<file path="config.mk">
export PLATFORM = sky130hd
export DESIGN_NAME = odo_share_collector
export DESIGN_NICKNAME = d
export VERILOG_FILES = /design/src/rtl/odo_pkg.sv /design/src/rtl/odo_result_fifo.sv /design/src/rtl/odo_share_collector.sv
export SDC_FILE = /design/constraint.sdc
export NUM_CORES = 1
export LEC_CHECK = 0
export CORE_UTILIZATION = 58
export DETAILED_ROUTE_END_ITERATION = 10
export PLACE_DENSITY = 0.77
export SLEW_MARGIN = 20
export SYNTH_ARGS = -nofsm -noshare
export SYNTH_HDL_FRONTEND = slang
export SYNTH_HIERARCHICAL = 1
export SYNTH_SLANG_ARGS = --single-unit
</file>
<file path="constraint.sdc">
create_clock -name clk -period 6 [get_ports clk]
set_clock_uncertainty 0.15 [all_clocks]
set_input_delay 0.6 -clock clk [delete_from_list [all_inputs] [get_ports clk]]
set_output_delay 0.6 -clock clk [all_outputs]
set_load 0.01 [all_outputs]
</file>
<file path="src/rtl/odo_pkg.sv">
// Shared definitions for the odocrypt result path: nonce width, default job
// tag width and the packed {nonce, job} record also consumed by the UART framer.
package odo_pkg;

    localparam int NONCE_W   = 32;
    localparam int JOB_W_DEF = 8;

    typedef struct packed {
        logic [NONCE_W-1:0]   nonce;
        logic [JOB_W_DEF-1:0] job;
    } odo_result_t;

    localparam int RESULT_W = $bits(odo_result_t);

endpackage

</file>
<file path="src/rtl/odo_result_fifo.sv">
// Synchronous first-word-fall-through FIFO holding {nonce, job} records.
// Pointers carry one extra wrap bit so full and empty are distinguishable.
module odo_result_fifo
    import odo_pkg::*;
#(
    parameter int DEPTH = 8,
    parameter int W     = NONCE_W + JOB_W_DEF
) (
    input  logic                       clk,
    input  logic                       rst,
    input  logic                       flush_i,
    input  logic                       push_i,
    input  logic [W-1:0]               data_i,
    input  logic                       pop_i,
    output logic [W-1:0]               data_o,
    output logic                       full_o,
    output logic                       empty_o,
    output logic [$clog2(DEPTH):0]     level_o
);

    localparam int AW = $clog2(DEPTH);
    localparam logic [AW:0] PTR_ONE = {{AW{1'b0}}, 1'b1};

    logic [W-1:0] mem_q [DEPTH];
    logic [AW:0]  wr_q, wr_d;
    logic [AW:0]  rd_q, rd_d;
    logic         pop_ok;
    logic         push_ok;

    assign empty_o = (wr_q == rd_q);
    assign full_o  = (wr_q[AW] != rd_q[AW]) && (wr_q[AW-1:0] == rd_q[AW-1:0]);
    assign level_o = wr_q - rd_q;
    assign data_o  = mem_q[rd_q[AW-1:0]];

    // A pop frees the head slot in the same cycle, so a push into a full FIFO
    // is still accepted when it coincides with a pop.
    assign pop_ok  = pop_i & ~empty_o & ~flush_i;
    assign push_ok = push_i & (~full_o | pop_ok) & ~flush_i;

    always_comb begin
        wr_d = wr_q;
        rd_d = rd_q;
        if (flush_i) begin
            wr_d = '0;
            rd_d = '0;
        end else begin
            if (push_ok) wr_d = wr_q + PTR_ONE;
            if (pop_ok)  rd_d = rd_q + PTR_ONE;
        end
    end

    always_ff @(posedge clk or posedge rst) begin
        if (rst) begin
            wr_q <= '0;
            rd_q <= '0;
        end else begin
            wr_q <= wr_d;
            rd_q <= rd_d;
        end
    end

    always_ff @(posedge clk) begin
        if (push_ok) mem_q[wr_q[AW-1:0]] <= data_i;
    end

endmodule

</file>
<file path="src/rtl/odo_share_collector.sv">
// Captures winning nonces from miner_top, tags them with the job active at
// start_hash rise, and queues them for the host through a valid/ready port.
module odo_share_collector
    import odo_pkg::*;
#(
    parameter int DEPTH = 8,
    parameter int JOB_W = JOB_W_DEF
) (
    input  logic                     clk,
    input  logic                     rst,
    input  logic                     start_hash,
    input  logic [JOB_W-1:0]         job_id,
    input  logic                     hit,
    input  logic [NONCE_W-1:0]       hit_nonce,
    input  logic                     flush,
    output logic                     out_valid,
    input  logic                     out_ready,
    output logic [NONCE_W-1:0]       out_nonce,
    output logic [JOB_W-1:0]         out_job,
    output logic [$clog2(DEPTH):0]   level,
    output logic                     overflow,
    output logic [7:0]               drop_cnt
);

    localparam int RW = NONCE_W + JOB_W;

    function automatic logic [7:0] sat_inc8(input logic [7:0] v);
        return (v == 8'hFF) ? v : v + 8'd1;
    endfunction

    logic             start_q;
    logic             hit_q;
    logic [JOB_W-1:0] job_q, job_d;
    logic             overflow_q, overflow_d;
    logic [7:0]       drop_cnt_q, drop_cnt_d;

    logic             fifo_full;
    logic             fifo_empty;
    logic             pop;
    logic             drop;
    logic [RW-1:0]    head;

    assign job_d = (start_hash & ~start_q) ? job_id : job_q;

    // hit_nonce becomes valid one cycle after the strobe, so the push is
    // driven by the delayed strobe and tagged with job_q in that same cycle.
    assign pop  = ~fifo_empty & out_ready;
    assign drop = hit_q & fifo_full & ~pop & ~flush;

    always_comb begin
        overflow_d = overflow_q;
        drop_cnt_d = drop_cnt_q;
        if (flush) begin
            overflow_d = 1'b0;
            drop_cnt_d = 8'd0;
        end else if (drop) begin
            overflow_d = 1'b1;
            drop_cnt_d = sat_inc8(drop_cnt_q);
        end
    end

    always_ff @(posedge clk or posedge rst) begin
        if (rst) begin
            start_q    <= 1'b0;
            hit_q      <= 1'b0;
            job_q      <= '0;
            overflow_q <= 1'b0;
            drop_cnt_q <= 8'd0;
        end else begin
            start_q    <= start_hash;
            hit_q      <= hit;
            job_q      <= job_d;
            overflow_q <= overflow_d;
            drop_cnt_q <= drop_cnt_d;
        end
    end

    odo_result_fifo #(
        .DEPTH (DEPTH),
        .W     (RW)
    ) u_fifo (
        .clk     (clk),
        .rst     (rst),
        .flush_i (flush),
        .push_i  (hit_q),
        .data_i  ({hit_nonce, job_q}),
        .pop_i   (out_ready),
        .data_o  (head),
        .full_o  (fifo_full),
        .empty_o (fifo_empty),
        .level_o (level)
    );

    assign out_valid = ~fifo_empty;
    assign out_nonce = head[RW-1:JOB_W];
    assign out_job   = head[JOB_W-1:0];
    assign overflow  = overflow_q;
    assign drop_cnt  = drop_cnt_q;

endmodule
</file>
# Yosys cells after proc, flatten, opt, wreduce, memory -nomap -nowiden
# Memory sizes are Yosys's and may differ from the RTL's.
# Index checks and enable logic that the tools add are counted.
[op_classes] eq_ne=5 n_addsub=4 reduce_logical=5 bitwise_logic=14 mux=11
[op_table] op="8-bit 2-to-1 mux" count=3
[op_table] op="4-bit 2-to-1 mux" count=4
[op_table] op="4-bit by 1-bit adder with 4-bit output, second input constant" count=2
[op_table] op="8-bit by 1-bit adder with 8-bit output, second input constant" count=1
[op_table] op="1-bit AND" count=8
[op_table] op="8-bit equality test, second input constant" count=1
[op_table] op="2-bit nonzero test" count=3
[op_table] op="1-bit NOT" count=5
[op_table] op="4-bit equality test" count=1
[op_table] op="1-bit 2-to-1 mux" count=4
[op_table] op="4-bit subtractor" count=1
[op_table] op="3-bit equality test" count=1
[op_table] op="2-bit != test, second input constant" count=1
[op_table] op="2-bit AND reduction" count=1
[op_table] op="1-bit logical AND" count=1
[op_table] op="1-bit != test" count=1
[op_table] op="1-bit bitwise OR" count=1
[totals] reg_bits=27 elab_cells=47 mem_count=1 input_bits=46 mem_bits_rw=320
[mem_list] name="u_fifo.mem_q" depth=8 word_bits=40 rd=1 rd_ports_with_merged_regs=0 wr=1 line_no="odo_result_fifo.sv:24" text="logic [W-1:0] mem_q [DEPTH];"

# Longest topological paths before layout
[depth] ltp_word=9 depth_mapped=10 depth_no_buf=7

# Hierarchy
# The synthesis kept the hierarchy.
[by_module_without_submodules] mod="odo_result_fifo" seq_area_each_um2=9809.4 instances=1 cells_each=621 area_each_um2=12757.2
[by_module_without_submodules] mod="odo_share_collector" seq_area_each_um2=475.5 instances=1 cells_each=73 area_each_um2=860.8

# Worst setup path before layout
# Ideal clock, no wire load.
[synth_timing] path_type="register to register" from="reg u_fifo.rd_q[2]" to="mem u_fifo/mem_q[2][0] (netlist bit), enable pin" stages_incl_launch_ff=9 synth_period_minus_slack_ns=5.041 setup_slack_ns=0.959 n_path_buf=2 required_time_ns=5.363 t_arrival_ns=4.404 setup_ns=0.487 path_cell_list="dfrtp_1 clkbuf_1 clkinv_1 buf_2 ha_1 and3_1 nand3_1 nand4_1 nor3_1"
[synth_between] elab_chain_cells=9
[synth_lines] element="from (decl)" line_no="odo_result_fifo.sv:26" text="logic [AW:0] rd_q, rd_d;"
[synth_lines] element="from (signal assigned)" line_no="odo_result_fifo.sv:58" text="rd_q <= rd_d;"
[synth_lines] element="4-bit equality test" line_no="odo_result_fifo.sv:30" text="assign empty_o = (wr_q == rd_q);"
[synth_lines] element="1-bit NOT" line_no="odo_result_fifo.sv:37" text="assign pop_ok = pop_i & ~empty_o & ~flush_i;"
[synth_lines] element="1-bit AND (2 in a row)" line_no="odo_result_fifo.sv:37"
[synth_lines] element="1-bit bitwise OR (*)" line_no="odo_result_fifo.sv:38" text="assign push_ok = push_i & (~full_o | pop_ok) & ~flush_i;"
[synth_lines] element="1-bit AND (*) (2 in a row)" line_no="odo_result_fifo.sv:38"
[synth_lines] element="1-bit 2-to-1 mux (*)" line_no="odo_result_fifo.sv:63" text="if (push_ok) mem_q[wr_q[AW-1:0]] <= data_i;"
[synth_lines] element="1-bit 2-to-1 mux (implied by the code) (*)" line_no="odo_result_fifo.sv:63"
[synth_lines] element="to (decl)" line_no="odo_result_fifo.sv:24"
# Mark *: on every way between the ends. The rest lies on a longest branch, timed or not.

# Final worst setup path
[layout_timing] from="reg u_fifo.rd_q[0]" to="out out_nonce[19]"
[layout_between] elab_chain_cells=1
[layout_lines] element="memory 8 x 40 bit"
[layout_lines] element="to (decl)" line_no="odo_share_collector.sv:18" text="output logic [NONCE_W-1:0] out_nonce,"
# Every way passes these cells.

==> flow_metrics.py <==
metrics = {
    "status": {
        "outcome": "completed",
    },
    "logic_synthesis": {
        "yosysMostFrequentCell": "edfxtp_1",
        "synth_xor_area_share_pct": 0.698,
        "yosys.area.top_type": "edfxtp_1",
        "synth_top_family_by_area": "multiplexers",
        "synth_compound_area_share_pct": 1.26,
        "synth-seq-cells": 347,
        "synth_fa_ha_area_share_pct": 0.698,
        "synth_simple_gate_area_share_pct": 5.18,
        "ys_types": 45,
        "synth-main-ff-cell": "edfxtp_1",
        "synth_area_per_cell_sq_um": 19.6,
        "yosys-top-cells-area": "edfxtp_1, mux4_2, dfrtp_1",
        "ys_warn_count": 6,
        "synth_commonest_cells": "edfxtp_1, nand2_1, mux4_2",
        "synth_mux_area_share_pct": 14.2,
        "synth-edff-count": 320,
        "syn_nets": 747,
        "synth_top_area_share_pct": 70.6,
        "synth_seq_area_share_pct": 75.5,
        "synthCells": 694,
        "netlist_area_sq_mm": 0.0136,
        "async_flop_share_pct": 7.78,
    },
    "power": {
        "power_mw": 5.70,
        "p_leak_nw": 5.30,
        "powerDensity_mw_per_mm2": 356,
        "ir_worst_vdd_v": 0.000179,
    },
    "cells_and_area": {
        "nets": 863,
        "finalNonFillerCells": 1147,
        "syn2layout_area_growth_pct": 17.6,
        "n_fill_cell": 1422,
        "final_area_sq_mm": 0.0160,
        "drive_gt1_share_pct": 20.0,
        "seq_area_sq_mm": 0.0103,
        "diodes": 0,
        "utilization_pct": 70.1,
        "multi_input_area_sq_mm": 0.00306,
    },
    "placement": {
        "preCtsSetupSlack_ps": 1800,
        "dp_hpwl_um": 14600,
        "placedCellCount": 1086,
        "gp_congestion": 0.778,
        "place_area_sq_mm": 0.0149,
        "port_buffers": 99,
    },
    "route": {
        "routed_wl_um": 26200,
        "drt_drc_violations_left": 0,
        "drtAntennaViolNets": 0,
        "vias_per_cell": 5.90,
        "num_vias": 6769,
        "post_drt_wl_per_cell_um": 22.8,
        "first_pass_iters": 5,
        "drt_iter0_markers": 463,
    },
    "cts": {
        "cts_num_sinks": 347,
        "clockRootBuffer": "clkbuf_16",
        "cts_max_level": 2,
        "cts_made_buffers": 35,
        "clk_latency_ps": 500,
        "post_cts_resized": 0,
        "tritoncts": "yes",
        "cts_hold_buf": 0,
        "clk_path_buf_depth": 3,
        "cts_setup_buffers": 0,
        "path_clk_slew_ps": 60,
    },
    "min_path": {
        "hold_path_class": "in2async",
    },
    "setup_path": {
        "r2r_start": "u_fifo/rd_q[2]",
        "cp_max_fo": 47,
        "reg2reg_depth": 7,
        "critPathKind": "reg2out",
        "end_kind": "output port",
        "cp_data_arrival_time_ps": 3600,
        "crit_start": "u_fifo/rd_q[0]",
        "crit_required_ps": 5250,
        "crit_path_start_kind": "register",
    },
    "sta": {
        "tightest_slew_ps": 1070,
        "fmax_ghz": 0.230,
        "whs_ps": 232,
        "finalCritPeriodShare_pct": 72.5,
        "slew-limit-headroom_pct": 28.3,
        "min_period_ps": 4350,
        "setup_viol": 0,
        "fin_ws_ps": 1650,
        "tns_ps": 0,
        "rsz0062_at_grt": "false",
        "maxSlewViolCount": 0,
        "finalHoldViolations": 0,
    },
    "floorplan": {
        "coreArea_sq_mm": 0.0228,
        "start_util_pct": 59.6,
        "die_w_um": 155,
        "num_rows": 55,
        "die_area_sq_mm": 0.0241,
        "die_y_um": 155,
        "ios": 100,
    },
    "grt": {
        "grt_overflow": 0,
        "antenna_found_initial": 0,
        "grt_pass1_vias": 7142,
        "grt_pass1_wl_um": 40800,
        "globalRouteTotalUtil_pct": 23.0,
        "grt_start_max_net_pins": 67,
    },
    "flow_run": {
        "maxCapViolCount": 0,
    },
}
[critical path: stages, from the launching register on]
cell and delay, ps:
dfrtp_4 1050, buf_4 740, mux4_2 620, nand2_1 100, nand2_1 80, clkdlybuf4s50_1 480
[registers in the layout (all words and copies together) (netlist names)]
name,cells
u_fifo/mem_q,320
drop_cnt,8
job_q,8
u_fifo/rd_q,4
u_fifo/wr_q,4
hit_q,1
overflow,1
start_q,1
[report_power, final]
| group | switching [mW] | total, mW | leakage, nW | internal, mW |
|---|---|---|---|---|
| combinational | 0.323 | 0.766 | 1.50 | 0.444 |
| clock | 0.844 | 2.14 | 0.555 | 1.30 |
| sequential | 0.0901 | 2.80 | 3.24 | 2.71 |
| total | 1.26 | 5.70 | 5.30 | 4.45 |
[worst paths after layout]
kind | endpoint | slack (ps)
worst min-delay path | u_fifo/wr_q[1] | 230
worst max-delay path | out_nonce[19] | 1650
max in group asynchronous | job_q[0] | 4800
worst min register to register | overflow | 370
worst max register to register | u_fifo/mem_q[3][17] | 1800
min in group clk | overflow | 370
[cell type report]
class / instances / share of cell area [%]
Clock inverter: 15 / 1.08
Clock buffer: 46 / 5.99
Inverter: 15 / 0.351
Tap cell: 313 / 2.44
Timing Repair Buffer: 112 / 6.80
Multi-Input combinational cell: 299 / 19.1
Sequential cell: 347 / 64.3
[layout by cell type, fill, tap and decap left out, drive strengths merged, types with 2 or more instances in the layout]
cell type and instances:
a21oi 9, or3 2, o211ai 2, clkdlybuf4s50 99
edfxtp 320, nor2b 3, nand4 5, clkbuf 46
or4 3, nand2 125, nor2 18, mux2i 2
mux2 10, inv 16, nor4 2, xor2 3
mux4 80, bufinv 4, nand3 4, buf 13
nor3 3, xnor2 7, ha 6, o21ai 3
dfrtp 27, clkinv 10, o31ai 4
[per-layer routing]
metal | routed length, um | GRT usage (%)
met3 | 1740 | 4.37
met2 | 13400 | 38.4
met4 | 403 | 6.12
met1 | 10700 | 31.5
met5 | 0 | 0
[logic make-up after synthesis]
logic type	Yosys count
flops	347
simple gates	168
buf+inv	48
fa+ha+maj	7
mux	92
xor+xnor	10
compound gates	22
Note: power is estimated with default switching activity, not from simulation.
